===== config.mk =====
export PLATFORM = sky130hd
export DESIGN_NAME = uart_baud_gen
export DESIGN_NICKNAME = d
export VERILOG_FILES = /design/src/rtl/uart_pkg.sv /design/src/rtl/baud_frac_acc.sv /design/src/rtl/uart_baud_gen.sv
export SDC_FILE = /design/constraint.sdc
export NUM_CORES = 1
export LEC_CHECK = 0
export BUFFER_PORTS_ARGS = -buffer_cell sky130_fd_sc_hd__buf_2
export CORE_MARGIN = 3
export CORE_UTILIZATION = 64
export CTS_CLUSTER_DIAMETER = 120
export DETAILED_ROUTE_END_ITERATION = 8
export PLACE_DENSITY = 0.87
export RECOVER_POWER = 50
export SYNTH_ARGS = -nofsm -noshare
export SYNTH_HDL_FRONTEND = slang
export SYNTH_HIERARCHICAL = 1
export SYNTH_SLANG_ARGS = --single-unit

===== constraint.sdc =====
create_clock -name clk -period 9.35 [get_ports clk]
set_clock_uncertainty 0.05 [all_clocks]
set_input_delay 0.935 -clock clk [delete_from_list [all_inputs] [get_ports clk]]
set_output_delay 0.935 -clock clk [all_outputs]
set_load 0.01 [all_outputs]

===== src/rtl/uart_pkg.sv =====
// uart_pkg: shared widths, divisor pair type and default divisor calculation for the UART baud generator.
package uart_pkg;
  localparam int DEF_CNT_W = 16;
  localparam int DEF_FRAC_W = 4;
  localparam int DIV_MIN = 2;
  typedef struct packed {
    logic [DEF_CNT_W-1:0]  div_int;
    logic [DEF_FRAC_W-1:0] div_frac;
  } div_pair_t;
  function automatic div_pair_t calc_div(longint clk_hz, longint baud, longint os);
    div_pair_t d;
    longint q;
    q = (clk_hz << DEF_FRAC_W) / (baud * os);
    d.div_int = DEF_CNT_W'(q >> DEF_FRAC_W);
    d.div_frac = DEF_FRAC_W'(q);
    return d;
  endfunction
  localparam div_pair_t DEF_DIV = calc_div(50_000_000, 9600, 16);
endpackage


===== src/rtl/baud_frac_acc.sv =====
// baud_frac_acc: fractional phase accumulator; o_carry stretches the next period by one cycle.
module baud_frac_acc #(
  parameter int FRAC_W = 4
) (
  input  logic              clk,
  input  logic              rst,
  input  logic              i_clr,
  input  logic              i_step,
  input  logic [FRAC_W-1:0] i_frac,
  output logic              o_carry
);
  logic [FRAC_W-1:0] r_acc;
  always_ff @(posedge clk)
    if (rst || i_clr) begin
      r_acc <= '0;
      o_carry <= 1'b0;
    end else if (i_step) begin
      {o_carry, r_acc} <= {1'b0, r_acc} + {1'b0, i_frac};
    end
endmodule


===== src/rtl/uart_baud_gen.sv =====
// uart_baud_gen: oversample/bit tick generator with run-time divisor applied on period boundaries.
// Define BAUD_GEN_FRAC_EN to enable the fractional divisor accumulator.
module uart_baud_gen
  import uart_pkg::*;
#(
  parameter int CNT_W        = DEF_CNT_W,
  parameter int FRAC_W       = DEF_FRAC_W,
  parameter int OVERSAMPLING = 16,
  parameter int DEF_DIV_INT  = int'(DEF_DIV.div_int),
  parameter int DEF_DIV_FRAC = int'(DEF_DIV.div_frac)
) (
  input  logic              clk,
  input  logic              rst,
  input  logic              en,
  input  logic [CNT_W-1:0]  div_int,
  input  logic [FRAC_W-1:0] div_frac,
  input  logic              div_wr,
  output logic              cfg_pending,
  output logic              os_tick,
  output logic              bit_tick,
  output logic              baud_clk
);
  localparam int OS_W = OVERSAMPLING > 1 ? $clog2(OVERSAMPLING) : 1;
  logic [CNT_W-1:0] r_cnt, r_int_act, r_int_shd;
  logic [OS_W-1:0]  r_os_cnt;
  logic [CNT_W:0]   w_div_eff;
  logic             w_ext, w_term, w_last;
  assign w_div_eff = (r_int_act < CNT_W'(DIV_MIN) ? (CNT_W+1)'(DIV_MIN) : {1'b0, r_int_act})
                     + {{CNT_W{1'b0}}, w_ext};
  assign w_term = en && ({1'b0, r_cnt} == w_div_eff - 1'b1);
  assign w_last = r_os_cnt == OS_W'(OVERSAMPLING - 1);
  always_ff @(posedge clk)
    if (rst) begin
      r_cnt <= '0;
      r_os_cnt <= '0;
      r_int_act <= CNT_W'(DEF_DIV_INT);
      r_int_shd <= '0;
      cfg_pending <= 1'b0;
      os_tick <= 1'b0;
      bit_tick <= 1'b0;
      baud_clk <= 1'b0;
    end else if (!en) begin
      r_cnt <= '0;
      r_os_cnt <= '0;
      os_tick <= 1'b0;
      bit_tick <= 1'b0;
      if (div_wr) begin
        r_int_act <= div_int;
        cfg_pending <= 1'b0;
      end
    end else begin
      r_cnt <= w_term ? '0 : r_cnt + 1'b1;
      os_tick <= w_term;
      bit_tick <= w_term && w_last;
      if (w_term) begin
        baud_clk <= ~baud_clk;
        r_os_cnt <= w_last ? '0 : r_os_cnt + 1'b1;
      end
      // a write landing on a terminal edge stays pending for the following boundary
      if (div_wr) begin
        r_int_shd <= div_int;
        cfg_pending <= 1'b1;
      end else if (w_term && cfg_pending) begin
        cfg_pending <= 1'b0;
      end
      if (w_term && cfg_pending) r_int_act <= r_int_shd;
    end
`ifdef BAUD_GEN_FRAC_EN
  logic [FRAC_W-1:0] r_frac_act, r_frac_shd;
  always_ff @(posedge clk)
    if (rst) begin
      r_frac_act <= FRAC_W'(DEF_DIV_FRAC);
      r_frac_shd <= '0;
    end else if (!en) begin
      if (div_wr) r_frac_act <= div_frac;
    end else begin
      if (div_wr) r_frac_shd <= div_frac;
      if (w_term && cfg_pending) r_frac_act <= r_frac_shd;
    end
  baud_frac_acc #(.FRAC_W(FRAC_W)) u_frac_acc (
    .clk     (clk),
    .rst     (rst),
    .i_clr   (!en || (w_term && cfg_pending)),
    .i_step  (w_term),
    .i_frac  (r_frac_act),
    .o_carry (w_ext)
  );
`else
  logic w_unused;
  assign w_unused = ^{div_frac, FRAC_W'(DEF_DIV_FRAC)};
  assign w_ext = 1'b0;
`endif
endmodule


**After elaboration in Yosys (flattened, before gate mapping)**

Cells that the tools add are included.
W data, S select, Z words.

- Flip-flop bits (word level): 56
- Bits of input ports: 24
- Output and inout port bits: 4
- Logic and storage cells: 37

- Add/subtract/negate cells: 3
- Magnitude comparators: 1
- Eq/ne operators: 3
- Muxes and demuxes: 9
- Bitwise logic cells: 2
- Reductions and logical operators: 11

Operators by type and width:

| kind | number |
|---|---|
| $mux W16 | 4 |
| $eq A16 B17 Y1 | 1 |
| $sub A16 B1 Y17 const B | 1 |
| $add A16 B1 Y16 const B | 1 |
| $lt A16 B2 Y1 const B | 1 |
| $reduce_and A2 Y1 | 4 |
| $add A4 B1 Y4 const B | 1 |
| $eq A4 B4 Y1 const B | 1 |
| $mux W1 | 4 |
| $mux W4 | 1 |
| $reduce_bool A2 Y1 | 2 |
| $logic_and A1 B1 Y1 | 3 |
| $reduce_or A3 Y1 | 1 |
| $ne A2 B1 Y1 const B | 1 |
| $not A1 Y1 | 2 |
| $reduce_or A2 Y1 | 1 |

**Longest topological paths before layout**

Gate-level depths: netlist of the first run.

- Depth after elaboration: 9
- Mapped depth: 13
- Depth with buffers taken out: 11

**Worst setup path after synthesis of the first run**

Ideal clock, no wire load.

- Kind: flip-flop to flip-flop
- Start point: register r_int_act[8]
- End point: register r_int_act[10]
- Library setup time: 121 ps
- Data arrival time: 3673 ps
- Data required time: 9179 ps
- Path slack: 5506 ps
- Stages on the path, launching flop included: 14
- Path buffers: 2
- Period minus slack after synthesis: 3844 ps
- Cell sequence: dfxtp_1 clkbuf_1 or4_1 or4b_1 and2_1 ha_1 xnor2_1 a211o_1 a211o_1 nor3_1 nand4_2 a2bb2oi_2 buf_6 mux2_4

- Longest elaborated chain between the ends: 8

RTL lines:

| what | line | source |
|---|---|---|
| start, declared | uart_baud_gen.sv:24 | `logic [CNT_W-1:0] r_cnt, r_int_act, r_int_shd;` |
| start signal, assigned | uart_baud_gen.sv:36 | `r_int_act <= CNT_W'(DEF_DIV_INT);` |
| start signal, assigned | uart_baud_gen.sv:48 | `r_int_act <= div_int;` |
| start signal, assigned | uart_baud_gen.sv:66 | `if (w_term && cfg_pending) r_int_act <= r_int_shd;` |
| $lt A16 B2 Y1 | uart_baud_gen.sv:28 | `assign w_div_eff = (r_int_act < CNT_W'(DIV_MIN) ? (CNT_W+1)'(DIV_MIN) : {1'b0, r_int_act})` |
| $mux W16 (*) | uart_baud_gen.sv:28 |  |
| $sub A16 B1 Y17 (*) | uart_baud_gen.sv:30 | `assign w_term = en && ({1'b0, r_cnt} == w_div_eff - 1'b1);` |
| $eq A16 B17 Y1 (*) | uart_baud_gen.sv:30 |  |
| $logic_and A1 B1 Y1 (*) | uart_baud_gen.sv:30 |  |
| $logic_and A1 B1 Y1 (*) | uart_baud_gen.sv:66 |  |
| $ne A2 B1 Y1 (no source line) (*) | n/a |  |
| $reduce_and A2 Y1 (no source line) (*) | n/a |  |

Every way passes the cells marked *; elsewhere a longest branch is shown, timed or not.
A chain may end at the register's enable or synchronous reset.

**Worst setup path in the final report of the first run**

- Start point: register r_int_act[8]
- End point: register r_int_act[7]

The elaborated chain is that of the path after synthesis.

==> results of run 1 <==
[cell families (layout without fill, tap and decap cells)]
logic type               count (synthesis)  count (layout)  synth area share (%)
AO/OA/AOI/OAI                           54              54                 12.37
XOR/XNOR                                32              32                 9.264
adder cells (fa/ha/maj)                  3               3                 1.241
buffers and inverters                   25              36                 3.474
flip-flops                              56              56                 37.06
multiplexers                            30              30                 11.17
AND/OR/NAND/NOR                        156             156                 25.43
[registers in the layout, indices dropped and copies added, names as in the netlist]
| signal | cells |
|---|---|
| cfg_pending | 1 |
| bit_tick | 1 |
| baud_clk | 1 |
| r_int_act | 16 |
| os_tick | 1 |
| r_os_cnt | 4 |
| r_int_shd | 16 |
| r_cnt | 16 |
[synthesized netlist by cell type, types with 3 or more instances]
library cell and n:
a211o_1 3, a211oi_1 4, a21oi_1 24, and2_1 7, and3_1 7, buf_2 3, clkbuf_1 15, dfxtp_1 56
ha_1 3, inv_1 5, mux2_2 6, mux2_4 6, mux2i_1 18, nand2_1 46, nand3_1 6, nand4_1 3
nor2_1 44, nor2b_1 15, nor3_1 6, nor4_1 4, o211ai_1 3, o21ai_0 5, or3_1 4, or4_1 3
xnor2_1 18, xor2_1 14
[worst paths after layout]
| path | start | end | slack (ns) | depth (start not counted) |
|---|---|---|---|---|
| max | r_int_act[8]$_SDFFE_PP1P_ | r_int_act[7]$_SDFFE_PP0P_ | 4.46 | 10 |
| min | r_int_shd[0]$_SDFFE_PP0P_ | r_int_shd[0]$_SDFFE_PP0P_ | 0.41 | 2 |
| max reg2reg | r_int_act[8]$_SDFFE_PP1P_ | r_int_act[7]$_SDFFE_PP0P_ | 4.46 | 10 |
| min reg2reg | r_int_shd[0]$_SDFFE_PP0P_ | r_int_shd[0]$_SDFFE_PP0P_ | 0.41 | 2 |
[power by group]
group          total, mW  switching, mW  internal [mW]
combinational     0.0517         0.0275         0.0243
clock              0.133         0.0789         0.0538
sequential         0.253        0.00777          0.246
[cell type report]
class / count / area, um^2
clock buffers: 5 / 68.82
clock inverters: 3 / 22.52
fillers: 335 / 1254
inverters: 5 / 18.77
multi-input cells: 275 / 1785
flip-flops and latches: 56 / 1121
well taps: 52 / 65.06
repair buffers: 23 / 108.9
[worst register-to-register path, cell delays in order (launching register included)]
cell and delay [ns]:
dfxtp_1 0.39, or4_1 0.64, o41ai_1 0.68, ha_1 0.40, or3b_2 0.49, nor4_1 0.24
a21oi_1 0.13, o211a_1 0.14, nand4_1 0.41, a2bb2oi_2 0.80, mux2_2 0.42
[per-stage QoR]
step | power (mW) | hold WS, ns | util, % | cells | setup slack, ns
CTS | 0.4418 | 0.4073 | 72.24 | 419 | 4.811
floorplan | 0.2986 | 0.3817 | - | 356 | 5.506
global route | 0.4564 | 0.4263 | 71.79 | 419 | 4.188
finish | 0.4377 | 0.4054 | 71.79 | 419 | 4.461
global placement | 0.3090 | 0.3865 | 70.19 | 411 | 4.975
detailed placement | 0.3108 | 0.3926 | 70.19 | 411 | 4.891
[layer usage]
metal | global-route usage (%) | up-vias
met3 | 3.872 | 11
met4 | 7.510 | 0
met1 | 26.18 | 1107
met5 | 0 | -
met2 | 36.98 | 45
li1 | - | 1241
==> run summary, run 1 <==
Final setup viols = 0
Die Wd = 74.76 um
Area Overhead vs Synth = 5.459%
CP max stage cell = a2bb2oi_2
VDD IR max = 0.1280 mV
Core ar. = 4444 um^2
largest net degree at the start of global routing = 53
Final Cycle Share = 52.28%
CTS clk-pin slew, worst paths = 0.10 ns
Seq/Total Area, Yosys = 37.06%
Hold Vio Cnt, Final = 0
Syn Inst Count = 356
Residual DRC = 0
Clock Latency Late Sink = 0.31 ns
dpl hpwl = 3917 um
Antenna Nets Post-Route = 0
share of cells above drive strength 1 = 11.99%
Post-Syn Area = 3025 um^2
number of synthesized flops with an enable pin = 0
DR vias = 2404
die height = 74.76 um
wire length on met3 = 166 um
cts hold-fix bufs = 0
routability congestion estimate = 0.8312
Crit Path Max Fanout = 16
Max Slew Vio Count = 0
Post-synth top flop = dfxtp_1
WP buf/inv = 0
GRT overflow = 0
setup TNS = 0 ns
cell area after layout = 3191 um^2
Vias per Instance = 5.737
Yosys warnings = 6
CTS tree = yes
outcome = completed
final wirelength = 5495 um
Top Metal Used = met4
Met1 Wirelength = 2654 um
ant diodes = 0
floorplan row count = 24
initial drt markers = 97
number of H-tree levels = 2
Critical Path AT = 5.05 ns
Synthesized Nets = 383
dominant cell type by area after synthesis = dfxtp_1
RSZ-0062 raised after global routing = false
IO buf count = 23
Crit path max-delay family = simple AND/OR/NAND/NOR gates
detailed route wirelength on metal2 = 2595 um
Yosys top cell area share = 37.06%
most common cell after layout, fill and taps aside = dfxtp_1
Setup Crit Path Kind = reg -> reg
Pre-antenna DRT Iters = 5
postcts setup bufs = 0
Synth cell types = 50
nature of the critical path startpoint = register
vias in the first global route = 2166
Synth area leaders = dfxtp_1 (37%), mux2i_1 (6.0%), nand2_1 (5.7%)
Req. time, crit path = 9.51 ns
Placement Cell Area = 3119 um^2
#FFs+latches synth = 56
CTS Root Cell = clkbuf_8
most frequent cells in the layout = dfxtp_1 (56), nand2_1 (46), nor2_1 (44)
wire per inst = 13.11 um
GRT Util Overall = 21.19%
Largest stage delay, worst path = 0.80 ns
Async S/R FF share, synth = 0%
IO Pins = 28
# nets final = 393
HP Class = reg -> reg
leak pwr = 1.236 nW
first-pass GRT wire length = 9335 um
Avg Inst Size Synth = 8.498 um^2
clock buffer depth = 2
CTS sink cnt = 56
worst-path cell chain = or4_1 > o41ai_1 > ha_1 > or3b_2 > nor4_1 > a21oi_1 > o211a_1 > nand4_1 > a2bb2oi_2 > mux2_2
Max-Cap Viols = 0
TritonCTS Buffers = 5
Initial Utilization = 68.07%
relative slew slack = 28.51%
CP endpoint kind = register
Max Clk Rate = 0.2046 GHz
P per Cell Area = 137.2 nW/um^2
initial antenna violation count = 0
post-cts gate resize count = 0
DIE AREA = 5588 um^2
Slew @ Worst Pin = 1.072 ns
crit path time final = 4.889 ns
No activity file was read; power rests on OpenSTA's default activity.
==> run 2: changes to the inputs <==
--- a/config.mk
+++ b/config.mk
@@ -7,10 +7,10 @@
 export LEC_CHECK = 0
 export BUFFER_PORTS_ARGS = -buffer_cell sky130_fd_sc_hd__buf_2
 export CORE_MARGIN = 3
-export CORE_UTILIZATION = 64
+export CORE_UTILIZATION = 59
 export CTS_CLUSTER_DIAMETER = 120
 export DETAILED_ROUTE_END_ITERATION = 8
-export PLACE_DENSITY = 0.87
+export PLACE_DENSITY = 0.81
 export RECOVER_POWER = 50
 export SYNTH_ARGS = -nofsm -noshare
 export SYNTH_HDL_FRONTEND = slang
==> constraint.sdc (replaced) <==
create_clock -name clk -period 4.8 [get_ports clk]
set_clock_uncertainty 0.05 [all_clocks]
set_input_delay 0.48 -clock clk [delete_from_list [all_inputs] [get_ports clk]]
set_output_delay 0.48 -clock clk [all_outputs]
set_load 0.01 [all_outputs]
==> run 2 against run 1 <==
- combinational power up 99%
- total power grew 95%
- non-clock buffer count up 1
- core utilization shrank 5.2 points
- sequential power grew 95%
- clock-buffer cell count is the same
==> run summary, run 2 (synthesis gave the netlist of run 1 again) <==
outcome = completed
Pre-antenna DRT Iters = 4
Top Metal Used = met4
first-pass GRT wire length = 10080 um
GRT overflow = 0
TritonCTS Buffers = 5
postcts setup bufs = 0
Area Overhead vs Synth = 6.658%
Max Slew Vio Count = 0
reg-to-reg critical path startpoint = r_int_act[8]$_SDFFE_PP1P_
CTS sink cnt = 56
DIE AREA = 6023 um^2
routability congestion estimate = 0.8154
RR Endpoint = r_int_act[1]$_SDFFE_PP0P_
Setup Crit Path Kind = reg -> reg
P per Cell Area = 264.7 nW/um^2
GRT Util Overall = 20.06%
dpl ws = 0.4846 ns
final wirelength = 5575 um
RSZ-0062 raised after global routing = false
Core Util, Final = 66.55%
DR vias = 2417
Vias per Instance = 5.556
Max Clk Rate = 0.2280 GHz
die height = 77.61 um
IO Pins = 28
initial antenna violation count = 0
share of cells above drive strength 1 = 12.50%
VDD IR max = 0.2803 mV
Die Wd = 77.61 um
final hold slack = 0.3544 ns
wire per inst = 12.82 um
Setup WS post-layout = 0.4144 ns
Clock Latency Late Sink = 0.31 ns
hold path start = div_int[12]
clock buffer depth = 2
setup TNS = 0 ns
Req. time, crit path = 4.95 ns
Slew @ Worst Pin = 1.116 ns
placed instance count = 427
post-cts gate resize count = 0
Max-Cap Viols = 0
vias in the first global route = 2302
ant diodes = 0
floorplan row count = 25
Critical Path AT = 4.54 ns
Crit Path Max Fanout = 16
Final Cycle Share = 91.37%
Min-Delay Path Depth = 3
most common cell after layout, fill and taps aside = dfxtp_1
R2R depth = 10
CTS clk-pin slew, worst paths = 0.10 ns
flop-to-flop setup slack = 0.41 ns
Hold Vio Cnt, Final = 0
area of the multi-input gates = 1799 um^2
most frequent cells in the layout = dfxtp_1 (56), nand2_1 (46), nor2_1 (44)
dpl hpwl = 4055 um
wire length on met3 = 220 um
Layout Cells excl Fill = 435
Antenna Nets Post-Route = 0
cts hold-fix bufs = 0
Residual DRC = 0
crit path time final = 4.386 ns
Core ar. = 4848 um^2
relative slew slack = 25.58%
number of H-tree levels = 2
Fillers = 397
Worst Hold Endpoint = r_int_shd[12]$_SDFFE_PP0P_
initial drt markers = 128
nature of the critical path startpoint = register
largest net degree at the start of global routing = 53
leak pwr = 1.261 nW
CP endpoint kind = register
CTS tree = yes
IO buf count = 23
Initial Utilization = 62.40%
CTS Root Cell = clkbuf_8
Met1 Wirelength = 2754 um
Final setup viols = 0
Reg area = 1121 um^2
detailed route wirelength on metal2 = 2539 um
# nets final = 394
HP Class = in -> reg
Largest regs = r_cnt x16, r_int_act x16, r_int_shd x16
[run 2: area by class of cell]
type / instances / area share (%)
Multi-Input combinational cell: 275 / 55.76
Inverter: 5 / 0.5816
Timing Repair Buffer: 24 / 3.490
Clock inverter: 3 / 0.6979
Sequential cell: 56 / 34.74
Tap cell: 67 / 2.598
Clock buffer: 5 / 2.133
[run 2: worst max path at each step]
stage | start | end | cells after the start
floorplan | r_int_act[8]$_SDFFE_PP1P_ | r_int_act[10]$_SDFFE_PP0P_ | 13
global placement | r_int_act[8]$_SDFFE_PP1P_ | r_int_act[15]$_SDFFE_PP0P_ | 10
detailed placement | r_int_act[8]$_SDFFE_PP1P_ | r_int_act[1]$_SDFFE_PP0P_ | 10
CTS | r_int_act[8]$_SDFFE_PP1P_ | r_int_act[7]$_SDFFE_PP0P_ | 10
global route | r_int_act[8]$_SDFFE_PP1P_ | r_int_act[7]$_SDFFE_PP0P_ | 10
finish | r_int_act[8]$_SDFFE_PP1P_ | r_int_act[1]$_SDFFE_PP0P_ | 10
[run 2: metrics by stage]
| step | cell area (um^2) | power [mW] |
|---|---|---|
| floorplan | 3025 | 0.5816 |
| finish | 3227 | 0.8543 |
| global route | 3227 | 0.8937 |
| detailed placement | 3146 | 0.6062 |
| global placement | 3146 | 0.6025 |
| CTS | 3237 | 0.8597 |
[run 2: critical path, cell delays in order (launching register included)]
cell	delay, ns
dfxtp_1	0.40
or4_1	0.65
o41ai_2	0.51
ha_1	0.35
or3b_2	0.48
nor4_1	0.25
a21oi_1	0.12
o211a_1	0.15
nand4_2	0.12
a2bb2oi_2	0.78
mux2_2	0.42
[run 2: routing by layer]
metal	vias to the layer above	GRT usage, %
met5	-	0
li1	1247	-
met1	1114	26.50
met3	7	4.292
met4	0	5.338
met2	49	33.13
[run 2: where the power goes]
group	switching [mW]	internal, mW
Clock	0.154	0.105
Sequential	0.0149	0.478
Combinational	0.0548	0.0478
Total	0.223	0.631
==> run 3: changes to the inputs <==
--- a/config.mk
+++ b/config.mk
@@ -7,10 +7,10 @@
 export LEC_CHECK = 0
 export BUFFER_PORTS_ARGS = -buffer_cell sky130_fd_sc_hd__buf_2
 export CORE_MARGIN = 3
-export CORE_UTILIZATION = 59
+export CORE_UTILIZATION = 45
 export CTS_CLUSTER_DIAMETER = 120
 export DETAILED_ROUTE_END_ITERATION = 8
-export PLACE_DENSITY = 0.81
+export PLACE_DENSITY = 0.65
 export RECOVER_POWER = 50
 export SYNTH_ARGS = -nofsm -noshare
 export SYNTH_HDL_FRONTEND = slang
==> run 3 against run 2 <==
- cell area rose by 1.6%
- via count fell by 1.9%
- sequential power barely moved
- highest routed layer unchanged
- non-clock buffer count did not move
- largest power group unchanged
==> run summary, run 3 (synthesis gave the netlist of run 1 again) <==
Setup WS post-layout = 0.4581 ns
IO Pins = 28
dpl ws = 0.5101 ns
Crit path max-delay family = simple AND/OR/NAND/NOR gates
initial drt markers = 119
vias in the first global route = 2158
Setup Crit Path Kind = reg -> reg
Core Util, Final = 51.02%
Clock Power Share = 37.4%
Area Overhead vs Synth = 8.313%
DIE AREA = 7743 um^2
IO buf count = 23
Vias per Instance = 5.340
CTS sink cnt = 56
CTS clk-pin slew, worst paths = 0.10 ns
floorplan row count = 29
Largest stage delay, worst path = 0.79 ns
WP buf/inv = 0
postcts setup bufs = 0
TritonCTS Buffers = 5
setup TNS = 0 ns
Hold Vio Cnt, Final = 0
Slew @ Worst Pin = 1.117 ns
# nets final = 394
die height = 88.00 um
Initial Utilization = 47.11%
CTS tree = yes
CP max stage cell = a2bb2oi_2
Max-Cap Viols = 0
first-pass GRT wire length = 10010 um
Antenna Nets Post-Route = 0
final wirelength = 5743 um
Pre-antenna DRT Iters = 4
Sw Share = 23.09%
relative slew slack = 25.57%
crit path time final = 4.342 ns
Seq pwr share = 51.9%
nature of the critical path startpoint = register
net switching power = 219.6 uW
Final Cycle Share = 90.46%
Largest regs = r_cnt x16, r_int_act x16, r_int_shd x16
DR vias = 2371
share of cells above drive strength 1 = 12.26%
most common cell after layout, fill and taps aside = dfxtp_1
largest net degree at the start of global routing = 53
post-cts gate resize count = 0
Final setup viols = 0
Residual DRC = 0
Die Wd = 88.00 um
Max Clk Rate = 0.2303 GHz
CP endpoint kind = register
Crit Path Max Fanout = 16
Critical Path AT = 4.49 ns
Clock Latency Late Sink = 0.31 ns
P_int = 731.4 uW
VDD IR max = 0.1427 mV
Core ar. = 6422 um^2
combinational power share = 10.8%
outcome = completed
worst-path cell chain = or4_1 > o41ai_2 > ha_1 > nor3b_1 > nand4_1 > xnor2_1 > o211a_1 > nand4_2 > a2bb2oi_2 > mux2_2
GRT overflow = 0
dpl hpwl = 4105 um
GRT Util Overall = 15.81%
most frequent cells in the layout = dfxtp_1 (56), nand2_1 (46), nor2_1 (44)
ant diodes = 0
Max Slew Vio Count = 0
cts hold-fix bufs = 0
wire per inst = 12.93 um
number of H-tree levels = 2
HP Class = in -> reg
CTS Root Cell = clkbuf_8
P per Cell Area = 290.2 nW/um^2
leak pwr = 1.277 nW
RSZ-0062 raised after global routing = false
initial antenna violation count = 0
routability congestion estimate = 0.8733
Req. time, crit path = 4.95 ns
clock buffer depth = 2
[run 3: cell count changes in the layout (fill, tap and decap cells not counted), sizes merged]
| cell | change |
|---|---|
| clkinv | -2 |
| inv | -1 |
| bufinv | +2 |
[run 3: cell type report]
type / count / area, um^2
Multi-Input combinational cell: 275 / 1799
Clock inverter: 2 / 60.06
Inverter: 5 / 18.77
Sequential cell: 56 / 1121
Fill cell: 627 / 3146
Tap cell: 77 / 96.34
Timing Repair Buffer: 24 / 112.6
Clock buffer: 5 / 68.82
[run 3: worst paths after layout]
kind	start	end	slack [ns]	depth (start not counted)
setup / recovery	r_int_act[8]$_SDFFE_PP1P_	r_int_act[7]$_SDFFE_PP0P_	0.46	10
hold / removal	div_int[1]	r_int_shd[1]$_SDFFE_PP0P_	0.36	3
setup reg to reg	r_int_act[8]$_SDFFE_PP1P_	r_int_act[7]$_SDFFE_PP0P_	0.46	10
hold reg to reg	r_int_shd[8]$_SDFFE_PP0P_	r_int_shd[8]$_SDFFE_PP0P_	0.40	2
[run 3: layer usage]
layer	track usage (%)	share of wire [%]	vias to the layer above
met5	0	0	-
met4	2.650	0.63	0
met3	2.916	3.8	4
met2	26.78	46	40
met1	21.29	50	1077
li1	-	-	1250
[run 3: tightest hold or removal path, cell delays in order]
cell	delay (ns)
buf_2	0.10
nand2_1	0.05
a21oi_1	0.05
[run 3: power by group through the flow]
stage	Clock [mW]	Combinational (mW)	Sequential (mW)
6_report	0.355	0.102	0.493
5_1_grt	0.380	0.116	0.496
4_1_cts	0.366	0.104	0.493
3_5_place_dp	0	0.103	0.504
3_3_place_gp	0	0.102	0.503
2_1_floorplan	0	0.0849	0.497
[run 3: metrics by stage]
step / cell area, um^2 / instances / hold WS (ns) / total power [mW]
2_1_floorplan: 3025 / 356 / 0.3817 / 0.5816
3_3_place_gp: 3158 / 437 / 0.3869 / 0.6049
3_5_place_dp: 3158 / 437 / 0.3939 / 0.6069
4_1_cts: 3287 / 444 / 0.3533 / 0.9624
5_1_grt: 3277 / 444 / 0.3611 / 0.9915
6_report: 3277 / 444 / 0.3599 / 0.9509
